**src/rtl/wave_pkg.sv**
```systemverilog
// Shared types and defaults for the wave-request selector and its ack return path.
// Both directions import this so channel counts and state encoding stay in lockstep.
package wave_pkg;

  localparam int WAVE_N_CH    = 8;
  localparam int WAVE_SEL_W   = 8;
  localparam int WAVE_TIMEOUT = 1024;
  localparam int WAVE_ACK_LEN = 1;

  typedef enum logic [1:0] {
    IDLE,
    WAIT,
    ACK,
    DRAIN
  } wave_state_t;

endpackage

```
**src/rtl/wave_timeout_cnt.sv**
```systemverilog
// Saturating cycle counter for the ack-wait window.
// term is high once the count reaches LIMIT-1 and stays there until clr.
module wave_timeout_cnt
  import wave_pkg::*;
#(
  parameter  int LIMIT = WAVE_TIMEOUT,
  localparam int W     = $clog2(LIMIT)
) (
  input  logic clk,
  input  logic rst_n,
  input  logic clr,
  input  logic en,
  output logic term
);

  localparam logic [W-1:0] LAST = W'(LIMIT - 1);

  logic [W-1:0] cnt;

  always_ff @(posedge clk or negedge rst_n) begin
    if (!rst_n) begin
      cnt <= '0;
    end else if (clr) begin
      cnt <= '0;
    end else if (en && cnt != LAST) begin
      cnt <= cnt + 1'b1;
    end
  end

  assign term = (cnt == LAST);

endmodule

```
**src/rtl/wave_ack_router.sv**
```systemverilog
// Routes the wave engine's ack back to the channel whose request was locked,
// with per-transaction channel lock, timeout abort and spurious-ack detection.
module wave_ack_router
  import wave_pkg::*;
#(
  parameter  int N_CH    = WAVE_N_CH,
  parameter  int TIMEOUT = WAVE_TIMEOUT,
  parameter  int ACK_LEN = WAVE_ACK_LEN,
  localparam int CH_W    = $clog2(N_CH)
) (
  input  logic                  clk,
  input  logic                  rst_n,
  input  logic [WAVE_SEL_W-1:0] wave_sel,
  input  logic                  Wave_req,
  input  logic                  Wave_ack,
  input  logic                  err_clr,
  output logic [N_CH-1:0]       Logics_ack,
  output logic                  busy,
  output logic [CH_W-1:0]       active_ch,
  output logic                  timeout_err,
  output logic [CH_W-1:0]       timeout_ch,
  output logic                  spur_err
);

  localparam int AW = (ACK_LEN > 1) ? $clog2(ACK_LEN) : 1;
  localparam logic [AW-1:0] ACK_LAST = AW'(ACK_LEN - 1);
  localparam logic [WAVE_SEL_W-1:0] SEL_LIM = WAVE_SEL_W'(N_CH);
  localparam logic [N_CH-1:0] ONE = N_CH'(1);

  wave_state_t           state;
  logic [WAVE_SEL_W-1:0] sel_d;
  logic [AW-1:0]         ack_cnt;
  logic                  term;
  logic                  cnt_clr;
  logic                  cnt_en;

  assign cnt_clr = (state == IDLE);
  assign cnt_en  = (state == WAIT);

  wave_timeout_cnt #(
    .LIMIT(TIMEOUT)
  ) u_cnt (
    .clk  (clk),
    .rst_n(rst_n),
    .clr  (cnt_clr),
    .en   (cnt_en),
    .term (term)
  );

  // sel_d lines up with Wave_req, which the selector registers once
  always_ff @(posedge clk or negedge rst_n) begin
    if (!rst_n) sel_d <= '0;
    else        sel_d <= wave_sel;
  end

  always_ff @(posedge clk or negedge rst_n) begin
    if (!rst_n) begin
      state       <= IDLE;
      Logics_ack  <= '0;
      busy        <= 1'b0;
      active_ch   <= '0;
      timeout_err <= 1'b0;
      timeout_ch  <= '0;
      spur_err    <= 1'b0;
      ack_cnt     <= '0;
    end else begin
      if (err_clr) begin
        timeout_err <= 1'b0;
        spur_err    <= 1'b0;
      end
      unique case (state)
        IDLE: begin
          if (Wave_ack) spur_err <= 1'b1;
          if (Wave_req && sel_d < SEL_LIM) begin
            active_ch <= sel_d[CH_W-1:0];
            busy      <= 1'b1;
            state     <= WAIT;
          end
        end
        WAIT: begin
          // ack beats a timeout landing on the same cycle
          if (Wave_ack) begin
            Logics_ack <= ONE << active_ch;
            ack_cnt    <= '0;
            state      <= ACK;
          end else if (term) begin
            timeout_err <= 1'b1;
            timeout_ch  <= active_ch;
            state       <= DRAIN;
          end
        end
        ACK: begin
          if (ack_cnt == ACK_LAST) begin
            Logics_ack <= '0;
            state      <= DRAIN;
          end else begin
            ack_cnt <= ack_cnt + 1'b1;
          end
        end
        DRAIN: begin
          if (!Wave_req) begin
            busy  <= 1'b0;
            state <= IDLE;
          end
        end
        default: state <= IDLE;
      endcase
    end
  end

endmodule

```
**config.mk**
```make
export PLATFORM = sky130hd
export DESIGN_NAME = wave_ack_router
export DESIGN_NICKNAME = d
export VERILOG_FILES = /design/src/rtl/wave_pkg.sv /design/src/rtl/wave_timeout_cnt.sv /design/src/rtl/wave_ack_router.sv
export SDC_FILE = /design/constraint.sdc
export NUM_CORES = 1
export LEC_CHECK = 0
export BUFFER_PORTS_ARGS = -buffer_cell sky130_fd_sc_hd__buf_4
export CORE_UTILIZATION = 55
export CTS_BUF_LIST = sky130_fd_sc_hd__clkbuf_4
export DETAILED_ROUTE_END_ITERATION = 16
export HOLD_SLACK_MARGIN = 0.15
export PLACE_DENSITY_LB_ADDON = 0.15
export SLEW_MARGIN = 0
export SYNTH_ARGS = -nofsm -noshare
export SYNTH_HDL_FRONTEND = slang
export SYNTH_SLANG_ARGS = --single-unit
```
**constraint.sdc**
```tcl
create_clock -name clk -period 1.7 [get_ports clk]
set_input_delay 0.51 -clock clk [delete_from_list [all_inputs] [get_ports clk]]
set_output_delay 0.51 -clock clk [all_outputs]
set_load 0.03 [all_outputs]
```
==> results_dict.tcl, run 1 <==
set metrics [dict create \
    syn_inst 144 \
    yosysMostFrequentCell "dfrtp_1" \
    drc 2 \
    hold_path.class "in -> reg" \
    regArea_sq_um 926 \
    worstPathMaxFanout 4 \
    firstDrtPassIters 10 \
    rsz0062_at_grt "true" \
    synthTopCellsByArea "dfrtp_1 (55%), ha_1 (4.5%), nand2_1 (3.4%)" \
    relSlewSlack_pct 69.8 \
    ant_nets 0 \
    antenna_found_initial 0 \
    cp.required_ps 1920 \
    crit_path_cell_trace "ha_1 > nand4_1 > nor3_4 > o311a_2 > mux2_1" \
    yosys_register_bits 37 \
    synthArstFlopShare_pct 100 \
    clk_pin_slew_ps 110 \
    die_h_microns 57.1 \
    yosysSeqAreaShare_pct 55.4 \
    yosys.area.top_type "dfrtp_1" \
    holdWs_ps 273 \
    cts_tree "done" \
    core_area_sq_mm 0.00283 \
    placed_area_sq_mm 0.00196 \
    yosys_warnings 0 \
    finalSetupTns_ps 0 \
    hold_violations 0 \
    grt_max_degree 38 \
    grt.total_usage_pct 22.9 \
    n_antenna_cell 0 \
    synth_common_cells "dfrtp_1 (37), nand2_1 (15), inv_1 (9), nor2_1 (7), o21ai_0 (7)" \
    h-tree-depth 2 \
    drt-initial-drc-count 67 \
    end_kind "register" \
    grt_pass1_vias 1239 \
    powerDensity_mw_per_mm2 1390 \
    rows 19 \
    via_per_inst 5.88 \
    irDropWorstVdd_uv 1170 \
    syn_nets 163 \
    drive_gt1_share_pct 38.8 \
    synth-main-ff-cell "dfrtp_1" \
    final.fill_count 196 \
    rr_worst_depth 5 \
    syn_avg_cell_area_sq_um 11.6 \
    multi_input_area_sq_um 779 \
    dpl.hpwl_mm 2.39 \
    cpPeakStageDelay_ps 420 \
    timing.final.crit_share_pct 98.4 \
    globalplace.congestion 0.824 \
    synth-edff-count 0 \
    slew_viol_final 0 \
    nets 206 \
    vias 1287 \
    synth_cell_types 44 \
    reg2reg_to "state[1]$_DFFE_PN0P_" \
    cts_sinks 37 \
    startpoint_type "register" \
    rrSetupSlack_ps 30 \
    timing.max_cap.violations 0 \
    grt_pass1_wl_mm 5.58 \
    cts_root_buffer "clkbuf_4" \
    p_leak_nw 1.05 \
    portBuffers 29 \
    cp.arrival_ps 1890 \
    min_period_ps 1670 \
    synth_top_area_share_pct 55.4 \
    r2r-start "u_cnt.cnt[0]$_DFFE_PN0P_" \
    worstMarginPinSlew_ps 452 \
    clockBufferDepth 2 \
    final_cell_area_sq_mm 0.00213 \
    slowest_stage "dfrtp_1" \
    routed_wl_mm 3.62 \
    postLayoutSetupSlackWorst_ps 27.8 \
    min_path_cells 1 \
    clock_latency_ps 330 \
    fin_worst_skew_ps 7.76 \
    cts_made_buffers 5 \
    status "finished, violations left" \
    area_delta_synth_final_pct 27.5 \
    finalSetupViolCount 0 \
    wire_per_inst_microns 16.5 \
    fp.dieW_microns 57.1 \
    fmax_mhz 598 \
    dieArea_sq_mm 0.00326 \
    start_util_pct 59.1 \
    ioPinCount 30 \
    failed_checks "design-rule violations" \
    grt_overflow 0 \
    finalPower_mw 2.96 \
    synth_area_sq_mm 0.00167 \
    hold_end "sel_d[0]$_DFF_PN0_" \
    hp-start "wave_sel[0]" \
    path_class "reg -> reg" \
    pre_cts_ws_ps 32.8 \
]
-- layout by cell type, fill, tap and decap left out, drive strengths merged, types with 2 or more instances in the layout --
cell	count
ha	6
nand4	4
and4	2
xor2	2
o21ai	7
a21oi	4
nand2b	3
clkbuf	6
clkinv	2
a31oi	2
nor3	4
nand3	4
mux2	7
o31ai	4
o41ai	4
buf	38
dfrtp	37
nor2	7
mux2i	2
inv	9
nand2	16
-- what timing repair did --
action	in CTS	in global routing
resized for setup	0	18
setup endpoints to repair	0	12
buffers inserted	0	1
hold buffers	1	0
hold endpoints to repair	37	0
-- through the flow --
step                      util [%]  cells
after global placement        69.3    208
after floorplan                  -    144
after CTS                     71.6    217
after detailed placement      69.3    208
final                         75.4    219
after global routing          75.4    219
-- sequential cells by signal, indices dropped and copies added (netlist names) --
name	count
spur_err	1
busy	1
Logics_ack	8
sel_d	8
active_ch	3
state	2
u_cnt.cnt	10
timeout_err	1
timeout_ch	3
-- critical path: cells and delay by family, from the launching register on --
kind / cells / cell delay [ps]
DFF: 1 / 420
AOI/OAI and AO/OA: 1 / 370
muxes: 1 / 320
and+or+nand+nor: 2 / 230
adders and majority gates: 1 / 220
-- per-layer routing --
metal	up-vias	global-route usage [%]	wire, microns	part of all wire [%]
met5	-	0	0	0
li1	611	-	-	-
met4	0	9.76	50	1.4
met1	620	30.4	1610	44
met2	47	36.6	1780	49
met3	9	4.99	184	5.1
-- worst max-delay path by stage --
| stage | startpoint | endpoint | slack [ps] | depth (start not counted) |
|---|---|---|---|---|
| 2_1_floorplan | state[1]$_DFFE_PN0P_ | Logics_ack[1]$_DFFE_PN0P_ | 80 | 7 |
| 3_3_place_gp | u_cnt.cnt[0]$_DFFE_PN0P_ | state[1]$_DFFE_PN0P_ | 110 | 5 |
| 3_5_place_dp | state[1]$_DFFE_PN0P_ | Logics_ack[4]$_DFFE_PN0P_ | 30 | 6 |
| 4_1_cts | state[1]$_DFFE_PN0P_ | Logics_ack[4]$_DFFE_PN0P_ | 20 | 6 |
| 5_1_grt | state[1]$_DFFE_PN0P_ | Logics_ack[5]$_DFFE_PN0P_ | -80 | 6 |
| 6_report | u_cnt.cnt[0]$_DFFE_PN0P_ | state[1]$_DFFE_PN0P_ | 30 | 5 |
-- kinds of logic (layout without fill, tap and decap cells) --
family,count (synthesis),in the layout,synth area share [%]
AO/OA/AOI/OAI,29,29,12.4
XOR/XNOR,3,3,1.57
adder cells (fa/ha/maj),6,6,4.49
buffers and inverters,12,56,3.22
flip-flops,37,37,55.4
multiplexers,9,9,6.59
AND/OR/NAND/NOR,48,48,16.4
-- power breakdown --
part           switching (mW)  leakage (nW)  internal, mW  total, mW
Combinational           0.744         0.530         0.570       1.31
Sequential              0.158         0.483          1.03       1.19
Clock                   0.281        0.0354         0.174      0.454
Total                    1.18          1.05          1.78       2.96
-- final cells by class --
| cell class | instances | area share (%) |
|---|---|---|
| Clock buffer | 6 | 2.11 |
| Clock inverter | 2 | 0.469 |
| Inverter | 9 | 1.58 |
| Multi-Input combinational cell | 95 | 36.6 |
| Sequential cell | 37 | 43.4 |
| Tap cell | 31 | 1.82 |
| Timing Repair Buffer | 39 | 14.0 |
(Power assumes the default switching activity.)
==> run 2: changes to the inputs <==
--- a/config.mk
+++ b/config.mk
@@ -5,6 +5,7 @@
 export SDC_FILE = /design/constraint.sdc
 export NUM_CORES = 1
 export LEC_CHECK = 0
+export ABC_AREA = 1
 export BUFFER_PORTS_ARGS = -buffer_cell sky130_fd_sc_hd__buf_4
 export CORE_UTILIZATION = 55
 export CTS_BUF_LIST = sky130_fd_sc_hd__clkbuf_4
==> run 2 against run 1 <==
Against the previous run: the flow now finishes without violations; critical endpoint is now Logics_ack[5]$_DFFE_PN0P_; critical path type unchanged; non-clock buffer count decreased by 5; sequential power about the same; fmax increased by 7.1%.
==> results_dict.tcl, run 2 <==
set metrics [dict create \
    status "complete, no violations" \
    synth_area_sq_mm 0.00172 \
    synthXorXnorAreaFrac_pct 0.508 \
    die_h_microns 58.0 \
    wire_per_inst_microns 12.6 \
    final_cell_mix "nand2_1 (50), dfrtp_1 (37), buf_4 (33), inv_1 (24)" \
    end_kind "register" \
    portBuffers 29 \
    placed_area_sq_mm 0.00200 \
    drt-initial-drc-count 71 \
    antenna_found_initial 0 \
    timing.final.crit_share_pct 91.9 \
    grt_pass1_vias 1378 \
    drc 0 \
    ioPinCount 30 \
    dp.cells 262 \
    min_path_cells 1 \
    synth_cell_types 21 \
    cts_tree "done" \
    path_class "reg -> reg" \
    synth_compound_area_share_pct 7.70 \
    cpMostUsedCell "inv_1" \
    synth-adder-area-share_pct 4.36 \
    largest_register_ffs 10 \
    powerDensity_mw_per_mm2 1420 \
    yosys.area.top_type "dfrtp_1" \
    routed_wl_mm 3.38 \
    area_delta_synth_final_pct 19.4 \
    firstDrtPassIters 4 \
    crit_path_cell_trace "inv_1 > ha_1 > inv_1 > nor2_2 > nor2_1 > buf_4 > nand3_1 > nand2_1" \
    worstPathMaxFanout 8 \
    final_common_cell "nand2_1" \
    clock_latency_ps 330 \
    globalplace.congestion 0.944 \
    fin_worst_skew_ps 8.31 \
    finalPower_mw 2.92 \
    syn_inst 200 \
    dieArea_sq_mm 0.00336 \
    synthArstFlopShare_pct 100 \
    synthTopCellsByArea "dfrtp_1 (54%), nand2_1 (11%), nand3_1 (5.2%)" \
    fmax_mhz 640 \
    relSlewSlack_pct 69.8 \
    core_area_sq_mm 0.00285 \
    cpPeakStageDelay_ps 440 \
    grt_max_degree 38 \
    cts_sinks 37 \
    finalSetupViolCount 0 \
    synth_mux_area_share_pct 0 \
    rows 19 \
    hold_path.class "in -> reg" \
    grt_overflow 0 \
    hp-start "wave_sel[6]" \
    r2r-start "state[1]$_DFFE_PN0P_" \
    hold_violations 0 \
    dpl.hpwl_mm 2.50 \
    yosys_warnings 0 \
    rrSetupSlack_ps 140 \
    n_antenna_cell 0 \
    yosysMostFrequentCell "nand2_1" \
    startpoint_type "register" \
    synth_top_family_by_area "simple AND/OR/NAND/NOR gates" \
    finalSetupTns_ps 0 \
    final_cell_area_sq_mm 0.00206 \
    yosys_register_bits 37 \
    slowest_stage "dfrtp_1" \
    ant_nets 0 \
    synth-main-ff-cell "dfrtp_1" \
    grt_pass1_wl_mm 5.66 \
    grt.total_usage_pct 22.1 \
    clockBufferDepth 2 \
    nets 258 \
    yosysSeqAreaShare_pct 53.7 \
    vias 1440 \
    worstMarginPinSlew_ps 453 \
    min_period_ps 1560 \
    synth-edff-count 0 \
    clk_pin_slew_ps 100 \
    holdWs_ps 275 \
    slew_viol_final 0 \
    syn_nets 219 \
    timing.max_cap.violations 0 \
    h-tree-depth 2 \
    rsz0062_at_grt "false" \
    synth_top_area_share_pct 53.7 \
    final_cells 269 \
    top_register "u_cnt.cnt" \
    fp.dieW_microns 58.0 \
    via_per_inst 5.35 \
    synth_common_cells "nand2_1 (50), dfrtp_1 (37), inv_1 (24), nor2_1 (20), nand3_1 (18)" \
    cp.required_ps 1930 \
    irDropWorstVdd_uv 1040 \
    reg2reg_to "Logics_ack[5]$_DFFE_PN0P_" \
    syn_avg_cell_area_sq_um 8.61 \
    synth-simple-area-share_pct 27.4 \
    cp.arrival_ps 1790 \
    p_leak_nw 1.11 \
    start_util_pct 60.4 \
    cts_root_buffer "clkbuf_4" \
    cts_made_buffers 5 \
    rr_worst_depth 8 \
    drive_gt1_share_pct 22.7 \
    hold_end "sel_d[6]$_DFF_PN0_" \
    top_regs "u_cnt.cnt (10), Logics_ack (8), sel_d (8)" \
]
## run 2: cell count changes after synthesis, sizes merged, moves of 4 or more
cell	delta
nand3	+15
o41ai	-4
nand2	+37
nor2	+15
o21ai	+15
o31ai	-4
mux2	-7
inv	+15
## run 2: critical path, delay by kind of cell (launching register included)
family	cells	cell delay [ps]
flops	1	440
simple gates	4	360
buf+inv	3	410
fa+ha+maj	1	250
## run 2: cell type report
class	instances	area, sq um
Tap cell	31	38.8
Multi-Input combinational cell	136	693
Fill cell	229	796
Sequential cell	37	926
Clock buffer	5	37.5
Timing Repair Buffer	34	258
Inverter	25	98.8
Clock inverter	1	5.00
## run 2: power breakdown
part / total [mW] / internal (mW) / switching (mW)
sequential: 1.20 / 1.04 / 0.155
clock: 0.400 / 0.143 / 0.256
combinational: 1.32 / 0.456 / 0.868
total: 2.92 / 1.64 / 1.28
## run 2: worst max-delay path by stage
stage | end | slack [ps] | from
2_1_floorplan | active_ch[0]$_DFFE_PN0P_ | 240 | state[0]$_DFFE_PN0P_
3_3_place_gp | Logics_ack[5]$_DFFE_PN0P_ | 160 | state[1]$_DFFE_PN0P_
3_5_place_dp | Logics_ack[4]$_DFFE_PN0P_ | 90 | state[1]$_DFFE_PN0P_
4_1_cts | Logics_ack[5]$_DFFE_PN0P_ | 60 | state[1]$_DFFE_PN0P_
5_1_grt | Logics_ack[6]$_DFFE_PN0P_ | 30 | state[1]$_DFFE_PN0P_
6_report | Logics_ack[5]$_DFFE_PN0P_ | 140 | state[1]$_DFFE_PN0P_
## run 2: what timing repair did
| action | CTS | global route |
|---|---|---|
| buffers inserted | 0 | 0 |
| resized for setup | 0 | 2 |
| endpoints found under the hold margin | 37 | 0 |
| setup endpoints to repair | 0 | 11 |
| hold buffers | 1 | 0 |
## run 2: routing by layer
layer	track usage (%)	routed length (microns)
met5	0	0
met4	7.14	46
met3	6.03	163
met2	38.6	1720
met1	26.4	1450
## run 2: logic make-up after synthesis
group	Yosys count
simple gates	104
flops	37
buf+inv	27
compound gates	25
fa+ha+maj	6
xor+xnor	1
## run 2: stage by stage
step	setup slack [ps]	util, %
2_1_floorplan	242	-
4_1_cts	64.0	71.9
6_report	138	72.1
3_5_place_dp	91.3	70.1
5_1_grt	33.9	72.1
3_3_place_gp	158	70.1
==> run 3: changes to the inputs <==
--- a/config.mk
+++ b/config.mk
@@ -6,10 +6,10 @@
 export NUM_CORES = 1
 export LEC_CHECK = 0
 export ABC_AREA = 1
-export BUFFER_PORTS_ARGS = -buffer_cell sky130_fd_sc_hd__buf_4
 export CORE_UTILIZATION = 55
 export CTS_BUF_LIST = sky130_fd_sc_hd__clkbuf_4
 export DETAILED_ROUTE_END_ITERATION = 16
+export DONT_BUFFER_PORTS = 1
 export HOLD_SLACK_MARGIN = 0.15
 export PLACE_DENSITY_LB_ADDON = 0.15
 export SLEW_MARGIN = 0
==> run 3 against run 2 <==
Against the previous run: via count fell by 11%; non-clock buffer count down 30; cell area shrank 8.5%; sequential power grew 17%; critical path depth down 1; routed wire length decreased by 4.7%; clock-buffer cell count did not move; clock power up 49%; fmax about the same; combinational power fell by 31%; final cell count shrank 10%; register-to-register slack about the same; critical path type unchanged; largest cell class unchanged; highest routed layer unchanged.
==> results_dict.tcl, run 3 (same netlist as run 2, synthesis figures left out) <==
set metrics [dict create \
    ioPinCount 30 \
    postLayoutSetupSlackWorst_ps 139 \
    wire_per_inst_microns 13.4 \
    nets 228 \
    final_common_cell "nand2_1" \
    drc 0 \
    top_regs "u_cnt.cnt (10), Logics_ack (8), sel_d (8)" \
    min_period_ps 1560 \
    dieArea_sq_mm 0.00336 \
    irDropWorstVdd_uv 922 \
    vias 1279 \
    drive_gt1_share_pct 12.4 \
    fin_worst_skew_ps 5.27 \
    clock_latency_ps 340 \
    routed_wl_mm 3.22 \
    path_buf_inv 3 \
    cts_sinks 37 \
    worstMarginPinSlew_ps 424 \
    grt_pass1_vias 1254 \
    ant_nets 0 \
    min_path_cells 0 \
    cpMostUsedCell "inv_1" \
    finalSetupTns_ps 0 \
    via_per_inst 5.31 \
    cts_tree "done" \
    top_register "u_cnt.cnt" \
    rr_worst_depth 7 \
    grt_max_degree 38 \
    slew_viol_final 0 \
    reg2reg_to "Logics_ack[0]$_DFFE_PN0P_" \
    p_leak_nw 0.974 \
    final_cell_mix "nand2_1 (50), dfrtp_1 (37), inv_1 (24), nand3_1 (18), nor2_1 (17)" \
    crit_path_cell_trace "inv_1 > ha_1 > inv_1 > nor2_2 > buf_4 > o21ai_0 > nand2_1" \
    cts_made_buffers 5 \
    portBuffers 0 \
    timing.max_cap.violations 0 \
    start_util_pct 60.4 \
    relSlewSlack_pct 71.6 \
    hold_violations 0 \
    end_kind "register" \
    hold_path.class "in -> reg" \
    startpoint_type "register" \
    multi_input_area_sq_um 696 \
    pre_cts_ws_ps 83.7 \
    hold_end "sel_d[2]$_DFF_PN0_" \
    final.fill_count 246 \
    fmax_mhz 641 \
    slowest_stage "dfrtp_1" \
    largest_register_ffs 10 \
    powerDensity_mw_per_mm2 1540 \
    clockBufferDepth 2 \
    hp-start "wave_sel[2]" \
    grt_pass1_wl_mm 5.46 \
    core_area_sq_mm 0.00285 \
    antenna_found_initial 0 \
    cp.arrival_ps 1850 \
    drt-initial-drc-count 73 \
    r2r-start "state[1]$_DFFE_PN0P_" \
    critPathTopFamily "flip-flops" \
    fp.dieW_microns 58.0 \
    grt.total_usage_pct 21.5 \
    cpPeakStageDelay_ps 450 \
    clk_pin_slew_ps 110 \
    worstPathMaxFanout 8 \
    firstDrtPassIters 4 \
    h-tree-depth 2 \
    die_h_microns 58.0 \
    finalSetupViolCount 0 \
    finalPower_mw 2.90 \
    status "complete, no violations" \
    cp.required_ps 1990 \
    timing.final.crit_share_pct 91.8 \
    rows 19 \
    globalplace.congestion 0.832 \
    cts_setup_buffers 0 \
    final_util_pct 66.0 \
    rrSetupSlack_ps 140 \
    n_antenna_cell 0 \
    grt_overflow 0 \
    path_class "reg -> reg" \
    area_delta_synth_final_pct 9.30 \
    regArea_sq_um 926 \
    dpl.hpwl_mm 2.37 \
    cts_root_buffer "clkbuf_4" \
]
==> run 3: cell types whose count changed in the layout (fill, tap and decap cells not counted), sizes merged <==
cell      before  now
buf           33    3
clkinvlp       0    1
bufinv         0    1
==> run 3: worst max-delay path by stage <==
stage | startpoint | end | slack [ps] | cells past startpoint
6_report | state[1]$_DFFE_PN0P_ | Logics_ack[0]$_DFFE_PN0P_ | 140 | 7
5_1_grt | state[1]$_DFFE_PN0P_ | Logics_ack[3]$_DFFE_PN0P_ | -4 | 7
4_1_cts | state[1]$_DFFE_PN0P_ | Logics_ack[0]$_DFFE_PN0P_ | 20 | 6
3_5_place_dp | state[1]$_DFFE_PN0P_ | Logics_ack[2]$_DFFE_PN0P_ | 80 | 6
3_3_place_gp | state[1]$_DFFE_PN0P_ | Logics_ack[1]$_DFFE_PN0P_ | 160 | 7
2_1_floorplan | state[0]$_DFFE_PN0P_ | active_ch[0]$_DFFE_PN0P_ | 240 | 6
==> run 3: power breakdown <==
part / switching (mW) / internal [mW]
sequential: 0.360 / 1.04
clock: 0.291 / 0.304
combinational: 0.621 / 0.285
total: 1.27 / 1.63
==> run 3: worst register-to-register path, stage by stage (launching register included) <==
cell and delay [ps]:
dfrtp_1 450, inv_1 120, ha_1 260, inv_1 130
nor2_2 190, buf_4 190, o21ai_0 90, nand2_1 90
==> run 3: layout make-up <==
class	count	area share, %
Inverter	25	5.25
Sequential cell	37	49.2
Clock buffer	5	1.99
Clock inverter	3	2.19
Multi-Input combinational cell	136	36.9
Timing Repair Buffer	4	2.39
Tap cell	31	2.06
==> run 3: per-stage QoR <==
| step | cells | instance area [sq um] | hold WS, ps |
|---|---|---|---|
| 6_report | 241 | 1880 | 188 |
| 5_1_grt | 241 | 1880 | 154 |
| 4_1_cts | 241 | 1880 | 173 |
| 3_5_place_dp | 231 | 1770 | 215 |
| 3_3_place_gp | 231 | 1770 | 215 |
| 2_1_floorplan | 200 | 1720 | 214 |
==> run 3: metal layers <==
layer / up-vias / wire [microns] / global-route usage, %
met5: - / 0 / 0
li1: 658 / - / -
met1: 596 / 1380 / 23.7
met4: 0 / 19 / 6.46
met3: 2 / 163 / 7.59
met2: 23 / 1660 / 38.9
==> run 3: repair_timing <==
item / in CTS / in global routing
hold buffers: 2 / 0
setup endpoints to repair: 0 / 9
endpoints found under the hold margin: 37 / 0
resized for setup: 0 / 3
